<file path="src/rtl/imem_load_ctrl_if.sv">
// Signal bundle between the instruction-memory load controller and its environment
// (load stream, pipeline fetch port and the memory array port).
interface imem_load_ctrl_if #(
  parameter int AW = 5
);
  // Load stream handshake: a byte transfers on a rising clk edge where byte_valid
  // and byte_ready are both 1; byte_data must be stable while byte_valid is high.
  logic          load_start;
  logic [AW-1:0] load_len;
  logic          byte_valid;
  logic [7:0]    byte_data;
  logic          byte_ready;
  logic [31:0]   fetch_addr;
  logic [31:0]   fetch_instr;
  logic [AW-1:0] mem_addr;
  logic          mem_we;
  logic [31:0]   mem_wdata;
  logic [31:0]   mem_rdata;
  logic          cpu_stall;
  logic          load_busy;
  logic          load_done;
  logic          addr_err;

  modport master (
    output load_start, load_len, byte_valid, byte_data, fetch_addr, mem_rdata,
    input  byte_ready, fetch_instr, mem_addr, mem_we, mem_wdata, cpu_stall,
           load_busy, load_done, addr_err
  );

  modport slave (
    input  load_start, load_len, byte_valid, byte_data, fetch_addr, mem_rdata,
    output byte_ready, fetch_instr, mem_addr, mem_we, mem_wdata, cpu_stall,
           load_busy, load_done, addr_err
  );
endinterface

</file>
<file path="src/rtl/imem_load_ctrl.sv">
// Instruction memory controller: clears memory after reset, serves zero-latency
// fetches when idle, and loads a program from a big-endian byte stream.
module imem_load_ctrl #(
  parameter int DEPTH = 32,
  parameter int AW    = 5
) (
  input  logic                clk,
  input  logic                reset,
  imem_load_ctrl_if.slave     bus,
  output logic [2:0]          o_dbg_state
);

  typedef enum logic [2:0] {
    S_CLEAR = 3'd0,
    S_IDLE  = 3'd1,
    S_LOAD  = 3'd2,
    S_WRITE = 3'd3,
    S_DONE  = 3'd4
  } state_t;

  localparam logic [AW-1:0] LAST_ADDR = AW'(DEPTH - 1);
  localparam logic [AW:0]   DEPTH_LEN = (AW + 1)'(DEPTH);
  localparam logic [AW:0]   ONE_LEN   = (AW + 1)'(1);

  state_t        r_state;
  state_t        w_next_state;
  logic [AW-1:0] r_clr_cnt;
  logic [AW-1:0] r_word_cnt;
  logic [1:0]    r_byte_cnt;
  logic [31:0]   r_asm;
  logic [AW:0]   r_len;

  logic          w_accept;
  logic          w_last_word;
  logic          w_out_of_range;

  logic          w_byte_ready;
  logic [31:0]   w_fetch_instr;
  logic [AW-1:0] w_mem_addr;
  logic          w_mem_we;
  logic [31:0]   w_mem_wdata;
  logic          w_cpu_stall;
  logic          w_load_busy;
  logic          w_load_done;
  logic          w_addr_err;

  assign w_accept       = (r_state == S_LOAD) && bus.byte_valid;
  assign w_last_word    = (({1'b0, r_word_cnt} + ONE_LEN) == r_len);
  assign w_out_of_range = |bus.fetch_addr[31:AW+2];

  always_ff @(posedge clk or negedge reset) begin
    if (!reset) r_state <= S_CLEAR;
    else        r_state <= w_next_state;
  end

  always_comb begin
    w_next_state = r_state;
    case (r_state)
      S_CLEAR: if (r_clr_cnt == LAST_ADDR) w_next_state = S_IDLE;
      S_IDLE:  if (bus.load_start) w_next_state = S_LOAD;
      S_LOAD:  if (w_accept && (r_byte_cnt == 2'd3)) w_next_state = S_WRITE;
      S_WRITE: w_next_state = w_last_word ? S_DONE : S_LOAD;
      S_DONE:  w_next_state = S_IDLE;
      default: w_next_state = S_CLEAR;
    endcase
  end

  always_ff @(posedge clk or negedge reset) begin
    if (!reset) begin
      r_clr_cnt  <= '0;
      r_word_cnt <= '0;
      r_byte_cnt <= '0;
      r_asm      <= '0;
      r_len      <= '0;
    end else begin
      case (r_state)
        S_CLEAR: r_clr_cnt <= r_clr_cnt + 1'b1;
        S_IDLE: begin
          if (bus.load_start) begin
            r_len      <= (bus.load_len == '0) ? DEPTH_LEN : {1'b0, bus.load_len};
            r_word_cnt <= '0;
            r_byte_cnt <= '0;
          end
        end
        S_LOAD: begin
          // First byte of a word lands in the most significant lane.
          if (w_accept) begin
            case (r_byte_cnt)
              2'd0:    r_asm[31:24] <= bus.byte_data;
              2'd1:    r_asm[23:16] <= bus.byte_data;
              2'd2:    r_asm[15:8]  <= bus.byte_data;
              default: r_asm[7:0]   <= bus.byte_data;
            endcase
            r_byte_cnt <= r_byte_cnt + 1'b1;
          end
        end
        S_WRITE: if (!w_last_word) r_word_cnt <= r_word_cnt + 1'b1;
        default: ;
      endcase
    end
  end

  always_comb begin
    w_byte_ready  = 1'b0;
    w_fetch_instr = '0;
    w_mem_addr    = r_word_cnt;
    w_mem_we      = 1'b0;
    w_mem_wdata   = r_asm;
    w_cpu_stall   = 1'b1;
    w_load_busy   = 1'b0;
    w_load_done   = 1'b0;
    w_addr_err    = 1'b0;
    case (r_state)
      S_CLEAR: begin
        w_mem_we    = 1'b1;
        w_mem_wdata = '0;
        w_mem_addr  = r_clr_cnt;
      end
      S_IDLE: begin
        w_cpu_stall = 1'b0;
        w_mem_addr  = bus.fetch_addr[AW+1:2];
        if (w_out_of_range) w_addr_err = 1'b1;
        else                w_fetch_instr = bus.mem_rdata;
      end
      S_LOAD: begin
        w_load_busy  = 1'b1;
        w_byte_ready = 1'b1;
      end
      S_WRITE: begin
        w_load_busy = 1'b1;
        w_mem_we    = 1'b1;
      end
      S_DONE: begin
        w_load_busy = 1'b1;
        w_load_done = 1'b1;
      end
      default: ;
    endcase
    // State is already CLEAR while reset is low; only the clear write must be held off.
    if (!reset) w_mem_we = 1'b0;
  end

  assign bus.byte_ready  = w_byte_ready;
  assign bus.fetch_instr = w_fetch_instr;
  assign bus.mem_addr    = w_mem_addr;
  assign bus.mem_we      = w_mem_we;
  assign bus.mem_wdata   = w_mem_wdata;
  assign bus.cpu_stall   = w_cpu_stall;
  assign bus.load_busy   = w_load_busy;
  assign bus.load_done   = w_load_done;
  assign bus.addr_err    = w_addr_err;
  assign o_dbg_state     = r_state;

endmodule

</file>
<file path="src/flat_wrapper.sv">
// flat-port wrapper written by rule: the top's interface ports become plain ports
module imem_load_ctrl_flat 
#(
  parameter int DEPTH = 32,
  parameter int AW    = 5
)
  (clk, reset, o_dbg_state, bus_load_start, bus_load_len, bus_byte_valid, bus_byte_data, bus_fetch_addr, bus_mem_rdata, bus_byte_ready, bus_fetch_instr, bus_mem_addr, bus_mem_we, bus_mem_wdata, bus_cpu_stall, bus_load_busy, bus_load_done, bus_addr_err);
  imem_load_ctrl_if #(.AW(AW)) bus_i ();
  input  logic clk;
  input  logic reset;
  output logic [2:0] o_dbg_state;
  input wire logic [$bits(bus_i.load_start)-1:0] bus_load_start;
  input wire logic [$bits(bus_i.load_len)-1:0] bus_load_len;
  input wire logic [$bits(bus_i.byte_valid)-1:0] bus_byte_valid;
  input wire logic [$bits(bus_i.byte_data)-1:0] bus_byte_data;
  input wire logic [$bits(bus_i.fetch_addr)-1:0] bus_fetch_addr;
  input wire logic [$bits(bus_i.mem_rdata)-1:0] bus_mem_rdata;
  output wire logic [$bits(bus_i.byte_ready)-1:0] bus_byte_ready;
  output wire logic [$bits(bus_i.fetch_instr)-1:0] bus_fetch_instr;
  output wire logic [$bits(bus_i.mem_addr)-1:0] bus_mem_addr;
  output wire logic [$bits(bus_i.mem_we)-1:0] bus_mem_we;
  output wire logic [$bits(bus_i.mem_wdata)-1:0] bus_mem_wdata;
  output wire logic [$bits(bus_i.cpu_stall)-1:0] bus_cpu_stall;
  output wire logic [$bits(bus_i.load_busy)-1:0] bus_load_busy;
  output wire logic [$bits(bus_i.load_done)-1:0] bus_load_done;
  output wire logic [$bits(bus_i.addr_err)-1:0] bus_addr_err;
  assign bus_i.load_start = bus_load_start;
  assign bus_i.load_len = bus_load_len;
  assign bus_i.byte_valid = bus_byte_valid;
  assign bus_i.byte_data = bus_byte_data;
  assign bus_i.fetch_addr = bus_fetch_addr;
  assign bus_i.mem_rdata = bus_mem_rdata;
  assign bus_byte_ready = bus_i.byte_ready;
  assign bus_fetch_instr = bus_i.fetch_instr;
  assign bus_mem_addr = bus_i.mem_addr;
  assign bus_mem_we = bus_i.mem_we;
  assign bus_mem_wdata = bus_i.mem_wdata;
  assign bus_cpu_stall = bus_i.cpu_stall;
  assign bus_load_busy = bus_i.load_busy;
  assign bus_load_done = bus_i.load_done;
  assign bus_addr_err = bus_i.addr_err;
  imem_load_ctrl #(.DEPTH(DEPTH), .AW(AW)) u_core (.clk(clk), .reset(reset), .bus(bus_i), .o_dbg_state(o_dbg_state));
endmodule
</file>
<file path="config.mk">
export PLATFORM = sky130hd
export DESIGN_NAME = imem_load_ctrl_flat
export DESIGN_NICKNAME = d
export VERILOG_FILES = /design/src/rtl/imem_load_ctrl_if.sv /design/src/rtl/imem_load_ctrl.sv /design/src/flat_wrapper.sv
export SDC_FILE = /design/constraint.sdc
export NUM_CORES = 1
export LEC_CHECK = 0
export ABC_AREA = 1
export CELL_PAD_IN_SITES_DETAIL_PLACEMENT = 1
export CELL_PAD_IN_SITES_GLOBAL_PLACEMENT = 1
export CORE_MARGIN = 2
export CORE_UTILIZATION = 29
export CTS_CLUSTER_SIZE = 30
export DETAILED_ROUTE_END_ITERATION = 10
export PLACE_DENSITY = 0.91
export REMOVE_ABC_BUFFERS = 1
export SLEW_MARGIN = 20
export SYNTH_ARGS = -nofsm -noshare
export SYNTH_HDL_FRONTEND = slang
export SYNTH_SLANG_ARGS = --single-unit
</file>
<file path="constraint.sdc">
create_clock -name clk -period 2.7 [get_ports clk]
set_clock_uncertainty 0.15 [all_clocks]
set_input_delay 0.54 -clock clk [delete_from_list [all_inputs] [get_ports clk]]
set_output_delay 0.54 -clock clk [all_outputs]
set_load 0.05 [all_outputs]
</file>
==> impl_metrics.env, run 1 <==
export IMPL_critPathArrivalTime_ns=2.03
export IMPL_synth_top_cell_area_share_pct=43.51
export IMPL_p_leak_nw=2.477
export IMPL_max_freq_mhz=367.8
export IMPL_power_density_nw_per_um2=894.8
export IMPL_tightest_slew_ns=0.6933
export IMPL_p_sw_share_pct=53.84
export IMPL_drc=0
export IMPL_numCtsBuffers=5
export IMPL_max_cap_violations=0
export IMPL_critPathCaptureType="output port"
export IMPL_syn_area_sq_um=3048
export IMPL_io_buffers=156
export IMPL_synthDistinctLibCells=30
export IMPL_postCtsHoldBufs=0
export IMPL_overflow=0
export IMPL_power_frac_clock_pct=10.0
export IMPL_track_usage_pct=23.78
export IMPL_wire_per_inst_um=17.96
export IMPL_finalMaxSlewViolations=0
export IMPL_viasPerCell=4.806
export IMPL_drive_gt1_share_pct=25.54
export IMPL_cp_max_fo=8
export IMPL_fin_tns_setup_ns=-0.03739
export IMPL_p_seq_share_pct=26.4
export IMPL_setup_violations=3
export IMPL_cts_htree_levels=2
export IMPL_final_util_pct=53.57
export IMPL_nets=690
export IMPL_rsz0062_at_grt="true"
export IMPL_fp_coreArea_sq_um=10280
export IMPL_clock_path_buffers=2
export IMPL_rows=37
export IMPL_ys_seq_area_share_pct=43.51
export IMPL_crit_top_cell="buf_12"
export IMPL_synthArstFlopShare_pct=100.0
export IMPL_initial_core_util_pct=29.66
export IMPL_slowest_stage="or2_4"
export IMPL_cts_sinks=53
export IMPL_syn_to_final_growth_pct=80.62
export IMPL_first_iter_violations=131
export IMPL_synth_ff_type="dfrtp_1"
export IMPL_cts_tree="done"
export IMPL_switching_power_mw=2.652
export IMPL_worst_setup_path_start_kind="input pin"
export IMPL_path_class="in -> out"
export IMPL_crit_chain="buf_6 -> or2_4 -> nor3_4 -> nand4_1 -> nor2_2 -> inv_4 -> buf_12 -> buf_16 -> nor2_4 -> buf_12"
export IMPL_ir_worst_vdd_uv=627.7
export IMPL_dp_hpwl_um=8768
export IMPL_top_level_ports=159
export IMPL_yosysMostFrequentCell="nand2_1"
export IMPL_cts_root_buffer="clkbuf_8"
export IMPL_grt_pass1_wl_um=21070
export IMPL_comb_power_share_pct=63.6
export IMPL_clk_latency_ns=0.32
export IMPL_vias=3552
export IMPL_post_route_period_util_pct=100.7
export IMPL_clkTransAtPathRegs_ns=0.12
export IMPL_avgSynthCellArea_sq_um=6.849
export IMPL_ys_ff_latch=53
export IMPL_die_x_um=106.5
export IMPL_yosys_top_cells_area="dfrtp_1 (44%), nand2_1 (15%), nor2_1 (11%), inv_1 (7.6%), o21ai_0 (6.4%)"
export IMPL_grt_start_max_net_pins=54
export IMPL_n_antenna_cell=0
export IMPL_fin_crit_ns=2.719
export IMPL_netlist_instances=445
export IMPL_synth_edf_count=0
export IMPL_synth_top_cells_by_count="nand2_1 (125), nor2_1 (88), inv_1 (62), dfrtp_1 (53), o21ai_0 (39)"
export IMPL_fillers=1223
export IMPL_gp_congestion=0.8130
export IMPL_die_area_sq_um=11350
export IMPL_setup_slack_ns=-0.01858
export IMPL_grt_pass1_vias=4099
export IMPL_slew_headroom_pct=53.78
export IMPL_synth_area_leader_cell="dfrtp_1"
export IMPL_hold_class="in -> async"
export IMPL_worst_ep_required_time_ns=2.01
export IMPL_hold_viol=0
export IMPL_die_h_um=106.5
export IMPL_violations="setup timing"
export IMPL_slowest_delay_ns=0.25
export IMPL_outcome="finished with violations"
export IMPL_internal_power_mw=2.274
export IMPL_drt_wl_total_um=13270
export IMPL_drt_first_pass_iters=4
export IMPL_postRouteAntennaNets=0
export IMPL_antenna_found_initial=0
export IMPL_yosys_warnings=0
[kinds of logic (layout without fill, tap and decap cells)]
| family | Yosys count | count (layout) | share of synthesized area (%) |
|---|---|---|---|
| AO/OA/AOI/OAI | 49 | 49 | 8.908 |
| flip-flops | 53 | 53 | 43.51 |
| buffers and inverters | 81 | 239 | 10.51 |
| adder cells (fa/ha/maj) | 7 | 7 | 2.873 |
| AND/OR/NAND/NOR | 253 | 253 | 33.62 |
| XOR/XNOR | 2 | 2 | 0.5748 |
[layout by cell type, fill, tap and decap left out, drive strengths merged]
cell type      netlist  layout
a21boi               1       1
a21oi                2       2
a221o                1       1
a22o                 1       1
a22oi                1       1
buf                 12      89
clkbuf               4      10
clkdlybuf4s15        0       8
clkdlybuf4s50        0      55
clkinv               0       1
clkinvlp             0       1
dfrtp               53      53
dlygate4sd2          0       5
dlymetal6s2s         0       4
ha                   7       7
inv                 65      66
nand2              128     128
nand3               19      19
nand3b               1       1
nand4                4       4
nor2                91      91
nor3                 4       4
nor4                 3       3
o211ai               2       2
o21ai               40      40
o221ai               1       1
or2                  3       3
xor2                 2       2
[final timing paths]
kind | cells past startpoint | slack [ns] | start | to
setup reg to reg | 11 | 0.63 | u_core.r_word_cnt[0] | u_core.r_word_cnt[0]
min in group clk | 2 | 0.34 | u_core.r_asm[17] | u_core.r_asm[17]
hold / removal | 2 | 0.22 | reset | u_core.r_asm[29]
setup / recovery | 10 | -0.02 | bus_fetch_addr[8] | bus_fetch_instr[23]
hold reg to reg | 2 | 0.34 | u_core.r_asm[17] | u_core.r_asm[17]
max in group asynchronous | 2 | 1.72 | reset | u_core.r_asm[6]
[layout make-up]
type                    count  area [sq um]  share of cell area, %
repair buffers            166          1979                  35.95
multi-input cells         311          1689                  30.68
flip-flops and latches     53          1326                  24.09
inverters                  65         246.5                  4.477
well taps                 136         170.2                  3.091
clock buffers               5         68.82                  1.250
clock inverters             3         25.02                 0.4545
[flip-flops by register name, indices dropped and copies added (netlist names)]
register and cells:
u_core.r_asm 32, u_core.r_len 6, u_core.r_clr_cnt 5, u_core.r_word_cnt 5
u_core.o_dbg_state 3, u_core.r_byte_cnt 2
[power groups by stage]
stage               logic, mW  registers (mW)  clock network (mW)
finish                   3.13            1.30               0.492
global placement         2.93            1.28                   0
floorplan                1.86            1.29                   0
CTS                      3.10            1.29               0.498
global route             3.34            1.35               0.529
detailed placement       3.05            1.31                   0
[stage by stage]
step                      total power, mW  cell area [sq um]  hold WS (ns)  cells  setup WS (ns)
after global routing                5.216               5505        0.2630    739       -0.06242
after floorplan                     3.156               2972       0.09441    429         -1.101
after global placement              4.209               5074        0.3161    726        -0.2234
after detailed placement            4.352               5074        0.3247    726        -0.2925
final                               4.926               5505        0.2183    739       -0.01858
after CTS                           4.890               5540        0.2315    740       0.001465
[critical path: cells and delay by family]
family,cells,cell delay [ns]
simple gates,5,0.89
buf+inv,5,0.60
[timing repair]
action | CTS | global route
setup buffers | 3 | 2
setup endpoints to repair | 33 | 37
cloned | 3 | 0
hold endpoints to repair | 0 | 0
resized for setup | 111 | 19
pin swaps | 13 | 19
[layer usage]
metal / vias up / wire (um) / global-route usage, %
met5: - / 0 / 0
met4: 0 / 218 / 5.937
met3: 18 / 1077 / 7.419
met2: 154 / 6951 / 44.60
met1: 1699 / 5023 / 25.88
li1: 1681 / - / -
Power figures use the tool's default switching activity.
==> run 2, diff against run 1 <==
--- a/config.mk
+++ b/config.mk
@@ -10,7 +10,6 @@
 export CELL_PAD_IN_SITES_GLOBAL_PLACEMENT = 1
 export CORE_MARGIN = 2
 export CORE_UTILIZATION = 29
-export CTS_CLUSTER_SIZE = 30
 export DETAILED_ROUTE_END_ITERATION = 10
 export PLACE_DENSITY = 0.91
 export REMOVE_ABC_BUFFERS = 1
==> results of run 2 <==
Same layout as run 1: the final DEF is identical, and so are final timing and power.
==> run 3, diff against run 2 <==
--- a/config.mk
+++ b/config.mk
@@ -6,12 +6,13 @@
 export NUM_CORES = 1
 export LEC_CHECK = 0
 export ABC_AREA = 1
+export ABC_CLOCK_PERIOD_IN_PS = 2500
 export CELL_PAD_IN_SITES_DETAIL_PLACEMENT = 1
 export CELL_PAD_IN_SITES_GLOBAL_PLACEMENT = 1
 export CORE_MARGIN = 2
-export CORE_UTILIZATION = 29
+export CORE_UTILIZATION = 24
 export DETAILED_ROUTE_END_ITERATION = 10
-export PLACE_DENSITY = 0.91
+export PLACE_DENSITY_LB_ADDON = 0.1
 export REMOVE_ABC_BUFFERS = 1
 export SLEW_MARGIN = 20
 export SYNTH_ARGS = -nofsm -noshare
==> constraint.sdc (replaced) <==
create_clock -name clk -period 2.5 [get_ports clk]
set_clock_uncertainty 0.15 [all_clocks]
set_input_delay 0.5 -clock clk [delete_from_list [all_inputs] [get_ports clk]]
set_output_delay 0.5 -clock clk [all_outputs]
set_load 0.05 [all_outputs]
==> impl_metrics.env, run 3 (synthesized netlist as in run 1, its figures left out) <==
export IMPL_vias=3372
export IMPL_die_area_sq_um=13620
export IMPL_critPathCaptureType="output port"
export IMPL_layout_common_cells="nand2_1 (125), inv_1 (60), clkdlybuf4s50_1 (60), nor2_1 (53), dfrtp_1 (52)"
export IMPL_power_frac_clock_pct=13.0
export IMPL_slowest_stage="clkdlybuf4s50_1"
export IMPL_top_level_ports=159
export IMPL_p_leak_nw=2.493
export IMPL_preCtsSetupSlack_ns=-0.4043
export IMPL_cts_htree_levels=2
export IMPL_cts_sinks=53
export IMPL_ir_worst_vdd_uv=466.0
export IMPL_setup_violations=2
export IMPL_postRouteAntennaNets=0
export IMPL_overflow=0
export IMPL_regMostFlops="u_core.r_asm"
export IMPL_setup_slack_ns=-0.008921
export IMPL_n_antenna_cell=0
export IMPL_crit_path_start="bus_fetch_addr[9]"
export IMPL_p_seq_share_pct=25.5
export IMPL_max_cap_violations=0
export IMPL_fin_crit_ns=2.509
export IMPL_slowest_delay_ns=0.41
export IMPL_final_util_pct=45.40
export IMPL_slew_headroom_pct=54.31
export IMPL_max_freq_mhz=398.6
export IMPL_rsz0062_at_grt="true"
export IMPL_io_buffers=156
export IMPL_grt_pass1_vias=3522
export IMPL_busiest_layer="met2"
export IMPL_viasPerCell=4.340
export IMPL_fp_coreArea_sq_um=12520
export IMPL_syn_to_final_growth_pct=86.45
export IMPL_cp_max_fo=8
export IMPL_grt_start_max_net_pins=54
export IMPL_violations="setup timing"
export IMPL_switching_power_mw=2.771
export IMPL_first_iter_violations=95
export IMPL_placed_area_sq_um=5139
export IMPL_nets=692
export IMPL_die_h_um=116.7
export IMPL_timing_rr_start="u_core.o_dbg_state[1]"
export IMPL_drt_wl_total_um=11480
export IMPL_post_route_period_util_pct=100.4
export IMPL_clk_latency_ns=0.29
export IMPL_use_met1_pct=19.94
export IMPL_grt_pass1_wl_um=17590
export IMPL_gp_congestion=0.8166
export IMPL_worst_ep_required_time_ns=1.85
export IMPL_stdcell_area_sq_um=5683
export IMPL_comb_power_share_pct=61.5
export IMPL_largest_register_ffs=32
export IMPL_track_usage_pct=16.39
export IMPL_tightest_slew_ns=0.6853
export IMPL_internal_power_mw=2.686
export IMPL_crit_chain="clkdlybuf4s50_1 -> nor3_2 -> nand3_1 -> nor2_2 -> inv_4 -> buf_16 -> nor2_4 -> buf_12"
export IMPL_dp_hpwl_um=8767
export IMPL_power_density_nw_per_um2=960.3
export IMPL_antenna_found_initial=0
export IMPL_rows=41
export IMPL_layout_commonest_cell="nand2_1"
export IMPL_cts_root_buffer="clkbuf_16"
export IMPL_drc=0
export IMPL_hold_class="in -> async"
export IMPL_outcome="finished with violations"
export IMPL_cts_tree="done"
export IMPL_path_class="in -> out"
export IMPL_drive_gt1_share_pct=25.62
export IMPL_reg_top3="u_core.r_asm x32, u_core.r_len x6"
export IMPL_grt_util_met2_pct=29.67
export IMPL_p_sw_share_pct=50.77
export IMPL_numCtsBuffers=5
export IMPL_critPathArrivalTime_ns=1.86
export IMPL_die_x_um=116.7
export IMPL_clkTransAtPathRegs_ns=0.08
export IMPL_finalMaxSlewViolations=0
export IMPL_initial_core_util_pct=24.35
export IMPL_worst_setup_path_start_kind="input pin"
export IMPL_drt_first_pass_iters=4
export IMPL_fin_tns_setup_ns=-0.009548
export IMPL_hold_viol=0
export IMPL_grtUsageMet3_pct=5.293
export IMPL_wire_per_inst_um=14.77
export IMPL_fillers=1492
export IMPL_hold_ws_ns=0.2692
export IMPL_clock_path_buffers=2
==> run 3: cell types whose count changed in the layout (fill, tap and decap cells not counted), sizes merged <==
| cell | delta |
|---|---|
| buf | +2 |
| clkbuf | -4 |
| clkdlybuf4s50 | +5 |
| clkinv | -1 |
| clkinvlp | +1 |
| dlygate4sd2 | +3 |
| dlymetal6s2s | -4 |
==> run 3: final timing paths <==
path                                         end  slack [ns]  depth (start not counted)
setup / recovery              bus_fetch_instr[8]      -0.009                          8
hold / removal                  u_core.r_asm[17]        0.27                          2
setup reg to reg            u_core.r_word_cnt[4]        0.43                         11
hold reg to reg                 u_core.r_asm[22]        0.34                          2
max in group asynchronous  u_core.o_dbg_state[1]        1.45                          2
min in group clk                u_core.r_asm[22]        0.34                          2
==> run 3: cell type report <==
type / count / area [sq um] / share of cell area [%]
tap: 172 / 215.2 / 3.787
clock buffer: 5 / 125.1 / 2.202
inverter: 65 / 246.5 / 4.337
sequential: 53 / 1328 / 23.36
clock inverter: 3 / 26.28 / 0.4624
multi-input combinational: 311 / 1700 / 29.92
timing repair buffer: 168 / 2042 / 35.93
==> run 3: power by group through the flow <==
stage	Combinational (mW)	Sequential [mW]	Clock [mW]
after CTS	3.34	1.39	0.736
after detailed placement	3.28	1.41	0
final	3.36	1.39	0.707
after global placement	3.21	1.39	0
after global routing	3.65	1.44	0.766
after floorplan	2.01	1.40	0
==> run 3: critical path: cells and delay by family <==
kind | cells | cell delay, ns
buffers and inverters | 4 | 0.83
AND/OR/NAND/NOR | 4 | 0.51
==> run 3: what timing repair did <==
action / in CTS / in global routing
endpoints found under the setup margin: 33 / 39
pin swaps: 13 / 2
cloned: 3 / 1
hold buffers: 0 / 0
setup buffers: 4 / 0
resized for setup: 114 / 9
==> run 3: routing by layer <==
metal	wire length (um)	vias to the layer above
met1	4727	1587
met2	5875	95
li1	-	1687
met5	0	-
met3	851	3
met4	21	0
==> run 3: through the flow <==
step	instances	power [mW]
after floorplan	429	3.408
after global placement	764	4.605
after detailed placement	764	4.690
after CTS	777	5.474
after global routing	777	5.860
final	777	5.457
